**src/rtl/reg_file_sb_pkg.sv**
```systemverilog
// Shared sizing constants for the integer register file and its pending-write scoreboard.
package reg_file_sb_pkg;

    localparam int unsigned REG_DBUS = 32;
    localparam int unsigned REG_ABUS = 5;
    localparam int unsigned REG_NUM  = 32;
    localparam int unsigned REG_CNTW = 2;

    localparam logic [REG_ABUS-1:0] ZERO_REG = '0;

    typedef logic [REG_DBUS-1:0] reg_data_t;
    typedef logic [REG_ABUS-1:0] reg_addr_t;

endpackage

```
**src/rtl/reg_file_sb_counter.sv**
```systemverilog
// Per-register pending-write counter: flush-clearing, saturating up/down, never underflows.
module sb_counter #(
    parameter int unsigned CNT_W = 2
) (
    input  logic             clk,
    input  logic             rst_n,
    input  logic             flush,
    input  logic             inc,
    input  logic             dec_req,
    output logic [CNT_W-1:0] cnt
);

    logic [CNT_W-1:0] cnt_q;
    logic [CNT_W-1:0] cnt_d;
    logic             dec;

    always_comb begin
        // A writeback that finds nothing pending (e.g. after a flush) is ignored.
        dec   = dec_req && (cnt_q != '0);
        cnt_d = cnt_q;
        if (flush) begin
            cnt_d = '0;
        end else if (inc && dec) begin
            cnt_d = cnt_q;
        end else if (inc && (cnt_q != '1)) begin
            cnt_d = cnt_q + CNT_W'(1);
        end else if (dec) begin
            cnt_d = cnt_q - CNT_W'(1);
        end
    end

    always_ff @(posedge clk) begin
        if (!rst_n) begin
            cnt_q <= '0;
        end else begin
            cnt_q <= cnt_d;
        end
    end

    assign cnt = cnt_q;

endmodule

```
**src/rtl/reg_file_sb.sv**
```systemverilog
// Two-read/one-write integer register file with write-through bypass and a per-register
// pending-write scoreboard that stalls decode on source hazards or counter saturation.
module reg_file_sb
    import reg_file_sb_pkg::*;
#(
    parameter int unsigned DATA_W   = REG_DBUS,
    parameter int unsigned ADDR_W   = REG_ABUS,
    parameter int unsigned NUM_REGS = REG_NUM,
    parameter int unsigned CNT_W    = REG_CNTW
) (
    input  logic                clk,
    input  logic                rst_n,
    input  logic [ADDR_W-1:0]   rd1_addr_i,
    input  logic [ADDR_W-1:0]   rd2_addr_i,
    input  logic                rd1_en_i,
    input  logic                rd2_en_i,
    output logic [DATA_W-1:0]   rd1_data_o,
    output logic [DATA_W-1:0]   rd2_data_o,
    input  logic                issue_en_i,
    input  logic [ADDR_W-1:0]   issue_addr_i,
    input  logic                wb_en_i,
    input  logic [ADDR_W-1:0]   wb_addr_i,
    input  logic [DATA_W-1:0]   wb_data_i,
    input  logic                flush_i,
    output logic                stall_o,
    output logic [NUM_REGS-1:0] busy_o
);

    localparam logic [ADDR_W-1:0] ZERO_ADDR = ADDR_W'(ZERO_REG);
    localparam logic [CNT_W-1:0]  CNT_MAX   = {CNT_W{1'b1}};

    logic [DATA_W-1:0]               regs_q [NUM_REGS];
    logic [NUM_REGS-1:0][CNT_W-1:0]  cnt;
    logic [NUM_REGS-1:0]             wb_hit;
    logic [NUM_REGS-1:0]             iss_hit;
    logic [NUM_REGS-1:0]             eff_nz;
    logic                            haz1;
    logic                            haz2;
    logic                            sat;
    logic                            iss;

    // Register array; x0 is never written and reads as zero below.
    always_ff @(posedge clk) begin
        if (!rst_n) begin
            for (int i = 0; i < int'(NUM_REGS); i++) begin
                regs_q[i] <= '0;
            end
        end else if (wb_en_i && (wb_addr_i != ZERO_ADDR)) begin
            regs_q[wb_addr_i] <= wb_data_i;
        end
    end

    always_comb begin
        rd1_data_o = regs_q[rd1_addr_i];
        if (rd1_addr_i == ZERO_ADDR) begin
            rd1_data_o = '0;
        end else if (wb_en_i && (wb_addr_i == rd1_addr_i)) begin
            rd1_data_o = wb_data_i;
        end
    end

    always_comb begin
        rd2_data_o = regs_q[rd2_addr_i];
        if (rd2_addr_i == ZERO_ADDR) begin
            rd2_data_o = '0;
        end else if (wb_en_i && (wb_addr_i == rd2_addr_i)) begin
            rd2_data_o = wb_data_i;
        end
    end

    // eff_nz[r]: register r still has a producer in flight after this cycle's writeback.
    always_comb begin
        wb_hit = '0;
        eff_nz = '0;
        for (int r = 0; r < int'(NUM_REGS); r++) begin
            wb_hit[r] = wb_en_i && (wb_addr_i == ADDR_W'(r));
            eff_nz[r] = (cnt[r] != '0) && !(wb_hit[r] && (cnt[r] == CNT_W'(1)));
        end
    end

    always_comb begin
        haz1    = rd1_en_i && (rd1_addr_i != ZERO_ADDR) && eff_nz[rd1_addr_i];
        haz2    = rd2_en_i && (rd2_addr_i != ZERO_ADDR) && eff_nz[rd2_addr_i];
        sat     = issue_en_i && (issue_addr_i != ZERO_ADDR) && (cnt[issue_addr_i] == CNT_MAX)
                  && !wb_hit[issue_addr_i];
        stall_o = haz1 || haz2 || sat;
        iss     = issue_en_i && !stall_o && (issue_addr_i != ZERO_ADDR);
    end

    always_comb begin
        iss_hit = '0;
        for (int r = 0; r < int'(NUM_REGS); r++) begin
            iss_hit[r] = iss && (issue_addr_i == ADDR_W'(r));
        end
    end

    assign cnt[0] = '0;

    for (genvar r = 1; r < int'(NUM_REGS); r++) begin : g_cnt
        sb_counter #(
            .CNT_W (CNT_W)
        ) u_cnt (
            .clk     (clk),
            .rst_n   (rst_n),
            .flush   (flush_i),
            .inc     (iss_hit[r]),
            .dec_req (wb_hit[r]),
            .cnt     (cnt[r])
        );
    end

    always_comb begin
        busy_o = '0;
        for (int r = 1; r < int'(NUM_REGS); r++) begin
            busy_o[r] = (cnt[r] != '0);
        end
    end

endmodule
```
**config.mk**
```make
export PLATFORM = sky130hd
export DESIGN_NAME = reg_file_sb
export DESIGN_NICKNAME = d
export VERILOG_FILES = /design/src/rtl/reg_file_sb_pkg.sv /design/src/rtl/reg_file_sb_counter.sv /design/src/rtl/reg_file_sb.sv
export SDC_FILE = /design/constraint.sdc
export NUM_CORES = 2
export LEC_CHECK = 0
export BUFFER_PORTS_ARGS = -buffer_cell sky130_fd_sc_hd__buf_4
export CORE_ASPECT_RATIO = 2
export CORE_UTILIZATION = 31
export CTS_CLUSTER_SIZE = 16
export DETAILED_ROUTE_END_ITERATION = 12
export GPL_ROUTABILITY_DRIVEN = 1
export PLACE_DENSITY = 0.44
export SLEW_MARGIN = 20
export SYNTH_ARGS = -nofsm -noshare
export SYNTH_HDL_FRONTEND = slang
export SYNTH_SLANG_ARGS = --single-unit
```
**constraint.sdc**
```tcl
create_clock -name clk -period 4 [get_ports clk]
set_input_delay 0.2 -clock clk [delete_from_list [all_inputs] [get_ports clk]]
set_output_delay 0.2 -clock clk [all_outputs]
set_load 0.005 [all_outputs]
```
After elaboration in Yosys (flattened, before gate mapping). Memories as Yosys holds them, arrays and structs flattened. Cells that the tools add are included. Widths: inputs -> output; s select.

Memory bits (writable): 1024. Output and inout bits: 97. Memories kept: 1. Register bits: 62. Bits of input ports: 59. Word-level logic and storage cells: 704.

Add/sub/neg operators: 62. Bitwise gates (word level): 32. $lt $le $gt $ge: 3. Reductions and logical operators: 367. Multiplexer cells: 81. Equality and inequality tests: 127.

Memory list: regs_q (depth 32, bits a word 32, read ports 2, clocked after memory_dff 0, wr ports 32, RTL line reg_file_sb.sv:32) `logic [DATA_W-1:0] regs_q [NUM_REGS];`.

Operators by type and width (number): $logic_and 1x1->1 (230); $eq 5x5->1 const B (32); $mux 32 (5); $mux 2 (63); $reduce_bool 2->1 (62); $eq 5x4->1 const B (16); $add 2x1->2 const B (31); $eq 2x1->1 const B (31); $ne 2x2->1 const B (31); $reduce_and 2->1 (31); $sub 2x1->2 const B (31); $eq 5x3->1 const B (8); $logic_not 1->1 (33); $not 1->1 (32); $reduce_or 32->1 (1); $eq 5x2->1 const B (4); $reduce_bool 5->1 (4); $lt 5x6->1 const B (3); $bmux 1 s5 (3); $logic_not 5->1 (3); $bmux 2 s5 (1); $eq 5x1->1 const B (2); $eq 5x5->1 (2); $mux 1 (8); 4 further kinds (5).

Longest topological paths before layout.
Depth after elaboration: 17. Gate-level depth with buffers: 15. Gate-level depth less buffers: 12.

By module. From an unflattened synthesis, not the netlist that was laid out.

Cells, all modules: 4300. Area total of the unflattened synthesis: 61068.6 um2.

Modules (own cells, without submodules): reg_file_sb (cells each 3866, times used 1, seq. area each 30749.5 um2, area each 57577.7 um2); sb_counter (cells each 14, times used 31, seq. area each 40.0 um2, area each 112.6 um2).

Worst setup path after synthesis. OpenSTA, ideal clock, no wires.

Path kind: input-to-reg. Start point: input wb_addr_i[4]. End point: memory regs_q[12][0] in the netlist's numbering (enable). Required time: 3.534 ns. Data arrival time: 3.729 ns. Library setup time: 0.466 ns. Path buffers: 4. Stages: 7. Setup slack: -0.195 ns. Path through: buf_2 buf_1 or3_1 clkbuf_1 nand4_1 clkbuf_1 o21ai_0.

RTL lines: from (decl) (RTL line reg_file_sb.sv:22) `input logic [ADDR_W-1:0] wb_addr_i,`; to (decl) (RTL line reg_file_sb.sv:32).

Final worst setup path.
Start point: register g_cnt[8].u_cnt.cnt_q[0]. End point: output stall_o.

Cells in the longest elaborated chain, start to end: 9. Elaborated cells between the ends (all ways): 18. Classes of those cells: eq/ne (2); mux (6); reduce/logical (10).

Ends and longest elaborated chain: from (decl) (RTL line reg_file_sb_counter.sv:13) `logic [CNT_W-1:0] cnt_q;`; from (signal assigned) (RTL line reg_file_sb_counter.sv:36) `cnt_q <= cnt_d;`; $eq 2x1->1 (RTL line reg_file_sb.sv:77) `eff_nz[r] = (cnt[r] != '0) && !(wb_hit[r] && (cnt[r] == CNT_W'(1)));`; $logic_and 1x1->1 (RTL line reg_file_sb.sv:77); $logic_not 1->1 (RTL line reg_file_sb.sv:77); $logic_and 1x1->1 (RTL line reg_file_sb.sv:77); $bmux 1 s5 (on tied branches) (RTL line reg_file_sb.sv:82, reg_file_sb.sv:83); $mux 1 (on tied branches) (RTL line reg_file_sb.sv:82, reg_file_sb.sv:83); $logic_and 1x1->1 (on tied branches) (RTL line reg_file_sb.sv:82, reg_file_sb.sv:83); $logic_or 1x1->1 (RTL line reg_file_sb.sv:86) `stall_o = haz1 || haz2 || sat;`; $logic_or 1x1->1 (*) (RTL line reg_file_sb.sv:86); to (decl) (RTL line reg_file_sb.sv:25) `output logic stall_o,`.

Mark *: on every way between the ends. The rest lies on a longest branch, timed or not. The select of a mux whose other input is x is not followed.

==> run summary <==
Number of top-level pins: 156. The number of cells produced by synthesis is 4614. Traced cell by cell, the critical path runs through inv_1 -> ha_1 -> a41oi_2 -> o22ai_1 -> nor4_1 -> a31oi_1 -> buf_4 -> a221oi_4 -> buf_4 -> nand3b_4 -> o21bai_1 -> buf_4.

On the worst path, the slowest cell contributes a delay of 430 ps. The total grt overflow is 0. In the routed design, unresolved DRC markers number 0. For this run, the total global-route usage over all layers was measured as 26.5%. For the violation count after the first detailed-route iteration, the log shows 3625.

Sorting the synthesized cells by area gives the leading types as edfxtp_1 (49%), mux4_2 (19%), and2_1 (10%), mux2i_1 (2.9%), clkbuf_1 (2.1%). Yosys mapped a number of flops with a built-in enable equal to 1024. In the synthesized netlist the async set-or-reset flop fraction comes to 0%. Compared with the post-synthesis result, the final layout area differs by 15.9%. In the synthesized netlist the dominant register cell turns out to be edfxtp_1. Among the stages of the critical path, the cell type that occurs most often is buf_4.

The die covers 202000 µm². The setup path with the least slack is of type reg2out. In this run the number of H-tree levels came out at 3. The most common cell in the synthesized netlist is edfxtp_1.

The finished layout holds 7407 standard cells, fillers aside. TritonCTS built the clock tree. The net total in the final layout was 4877. Dividing the detail-routed via count by the number of cells gives 5.73. The cell type of the slowest stage on the worst timing path is dfxtp_1.

The final antenna-violating net count was 0. The logs give 25.1 nW for the static leakage and 367 mm for the global-route wire length before repair. The part of the Yosys area used for sequential elements is 51.5%, and the number of synthesized register bits is 1086.

For the number of sinks driven by the clock tree, the log shows 1086. Of the total power, combinational logic draws 14.1%. The run gives 28.8% as the headroom to the max-slew limit. The clock period could shrink to 3820 ps.

The transition at the pin with the smallest max-transition slack was 1070 ps; the mean cell area of the mapped netlist was 13.5 µm². The category of the worst setup path launch point was a flip-flop. The tools report the distinct cell type count of the synthesized netlist as 77. The buffer depth of the longest clock path is 3, and the number of violations of the max-capacitance limit is 0. VDD sags by at most 0.308 mV.

The number of pins with negative max-slew slack in the final report was 0. By count the netlist is led by edfxtp_1 (1024), and2_1 (996), mux4_2 (513), clkbuf_1 (345). Biggest area consumer among synthesized cells: edfxtp_1.

The number of clock buffers added by TritonCTS is 108. The switching power summed over all nets was 0.00748 W. The flow ran to the end, and the final reports show no timing, DRC or antenna violations. The number of antenna violations at the first check in global routing is 32, and the number of instances in the placed design is 7157. The share of power burned in registers was 47.3%. Setup repair after global routing left no endpoint under its margin. The tree is rooted in a clkbuf_16.

At the worst endpoint, the arrival time is 3620 ps. Along the worst path, the maximum fanout reaches 6. The final layout contains routed wiring with a total length of 270 mm.

Across all layers, the routed design uses 42500 vias. Net switching is 26.6% of the power. Detailed placement finished with a half-perimeter wire length of 155 mm.

The clock slew at the register clock pins of the worst setup and hold paths is 70 ps, and the average routed wire per standard cell is 36.5 µm. The maximum number of pins on one net before global-route repair is 101. Routability-driven placement finished with a final weighted congestion of 0.924. The clock latency at the later pin of the worst-skew pair is 740 ps. The path class of the tightest hold or removal check is in2reg.

For the final database, setup skew stands at 16.7 ps. In this run the core area contains 232 standard-cell rows. The share of post-route cells with drive strength above 1 was 25.4%; the total internal power was 0.0207 W. Effective utilization at floorplan: 31.2%. The final number of hold-violating endpoints was 0. In this run the tool buffered the top-level ports with 154 buffer cells. Setup violations remaining at the end of the flow were counted as 0.

For this run, the detailed router's first-pass iteration total came to 5. Summed over its instances, the top area cell type makes up 49.5% of the synthesized netlist area. Endpoint type of the worst setup path: a primary output. Timing would allow up to 0.261 GHz. For the core outline area, the log shows 199000 µm². In the finished design, the share of the clock period the worst path needs comes to 95.6%. The die is 319 µm wide. The run gives 0 as the count of warnings emitted by yosys. The via count of the first global-routing pass is 44800, and the power density over the cells is 391 nW/µm². STA puts the critical path data required time at 3800 ps. The final standard cell utilization of the core is 36.1%. The vertical die dimension was 635 µm. After synthesis the cells add up to 62100 µm².

In this run, the clock network consumes 38.7% of the power.
## repair_timing
item,CTS,global route
setup buffers,0,2
hold buffers,30,0
hold endpoints to repair,764,0
endpoints found under the setup margin,1,1
resized for setup,1,2
## logic make-up after synthesis
kind of cell / share of synthesized area, %
AOI/OAI and AO/OA: 6.44
DFF: 51.5
and+or+nand+nor: 14.2
adders and majority gates: 1.87
buffers and inverters: 3.49
other: 0.00603
xor gates and xnor gates: 0.240
muxes: 22.3
## final timing paths
kind	slack (ps)	cells after the start	endpoint	start
worst max register to register	300	13	g_cnt[9].u_cnt.cnt[0]$_SDFFE_PP0P_	g_cnt[14].u_cnt.cnt[1]$_SDFFE_PP0P_
worst min-delay path	40	2	regs_q[9][11]$_SDFFCE_PN0P_	wb_data_i[11]
worst max-delay path	180	12	stall_o	g_cnt[8].u_cnt.cnt[0]$_SDFFE_PP0P_
worst min register to register	520	2	g_cnt[24].u_cnt.cnt[0]$_SDFFE_PP0P_	g_cnt[24].u_cnt.cnt[0]$_SDFFE_PP0P_
## sequential cells by signal, summed over array words and instances (netlist names)
register and flops:
regs_q 1024, g_cnt.u_cnt.cnt 62
## cell usage in the layout (no fill, tap or decap), types with 85 or more instances in the layout
master	instances
a21oi_1	125
and2_1	996
buf_4	325
clkbuf_16	109
edfxtp_1	1024
ha_1	92
inv_1	109
mux2i_1	178
mux4_2	513
nand3_1	85
nor2_1	145
o21ai_0	106
## worst max-delay path, delay by kind of cell (launching register included)
kind,cells,cell delay [ps]
flops,1,430
buf+inv,4,660
fa+ha+maj,1,300
simple gates,2,370
compound gates,5,1120
## final cells by class
cell class / count / area, µm²
antenna: 17 / 42.5
clock buffer: 128 / 2820
clock inverter: 73 / 816
fill: 18900 / 127000
inverter: 112 / 424
multi-input combinational: 3001 / 28800
sequential: 1086 / 32000
tap: 2574 / 3220
timing repair buffer: 416 / 3920
## power by group through the flow
stage | clock (W) | combinational [W] | sequential (W)
6_report | 0.0109 | 0.00396 | 0.0133
5_1_grt | 0.0114 | 0.00412 | 0.0134
2_1_floorplan | 0 | 0.00219 | 0.0135
3_3_place_gp | 0 | 0.00395 | 0.0135
3_5_place_dp | 0 | 0.00395 | 0.0135
4_1_cts | 0.0111 | 0.00399 | 0.0133
## per-layer routing
| metal | up-vias | wire length [µm] | track usage, % |
|---|---|---|---|
| met4 | 0 | 18500 | 16.2 |
| met5 | - | 0 | 0 |
| li1 | 17800 | - | - |
| met3 | 639 | 15900 | 3.48 |
| met1 | 22200 | 92300 | 28.6 |
| met2 | 1837 | 143000 | 48.7 |
## stage by stage
step                      total power (W)  instance area, µm²  TNS [ps]  worst slack (ps)  hold WS, ps
after floorplan                    0.0156               62300    -37410              -195          398
after global placement             0.0174               68000         0              72.8          500
after detailed placement           0.0175               68000         0               181          510
after CTS                          0.0284               71900         0              16.8         5.31
after global routing               0.0289               72000         0              8.94         46.9
final                              0.0281               72000         0               176         44.4
No activity file was read; power rests on OpenSTA's default activity.
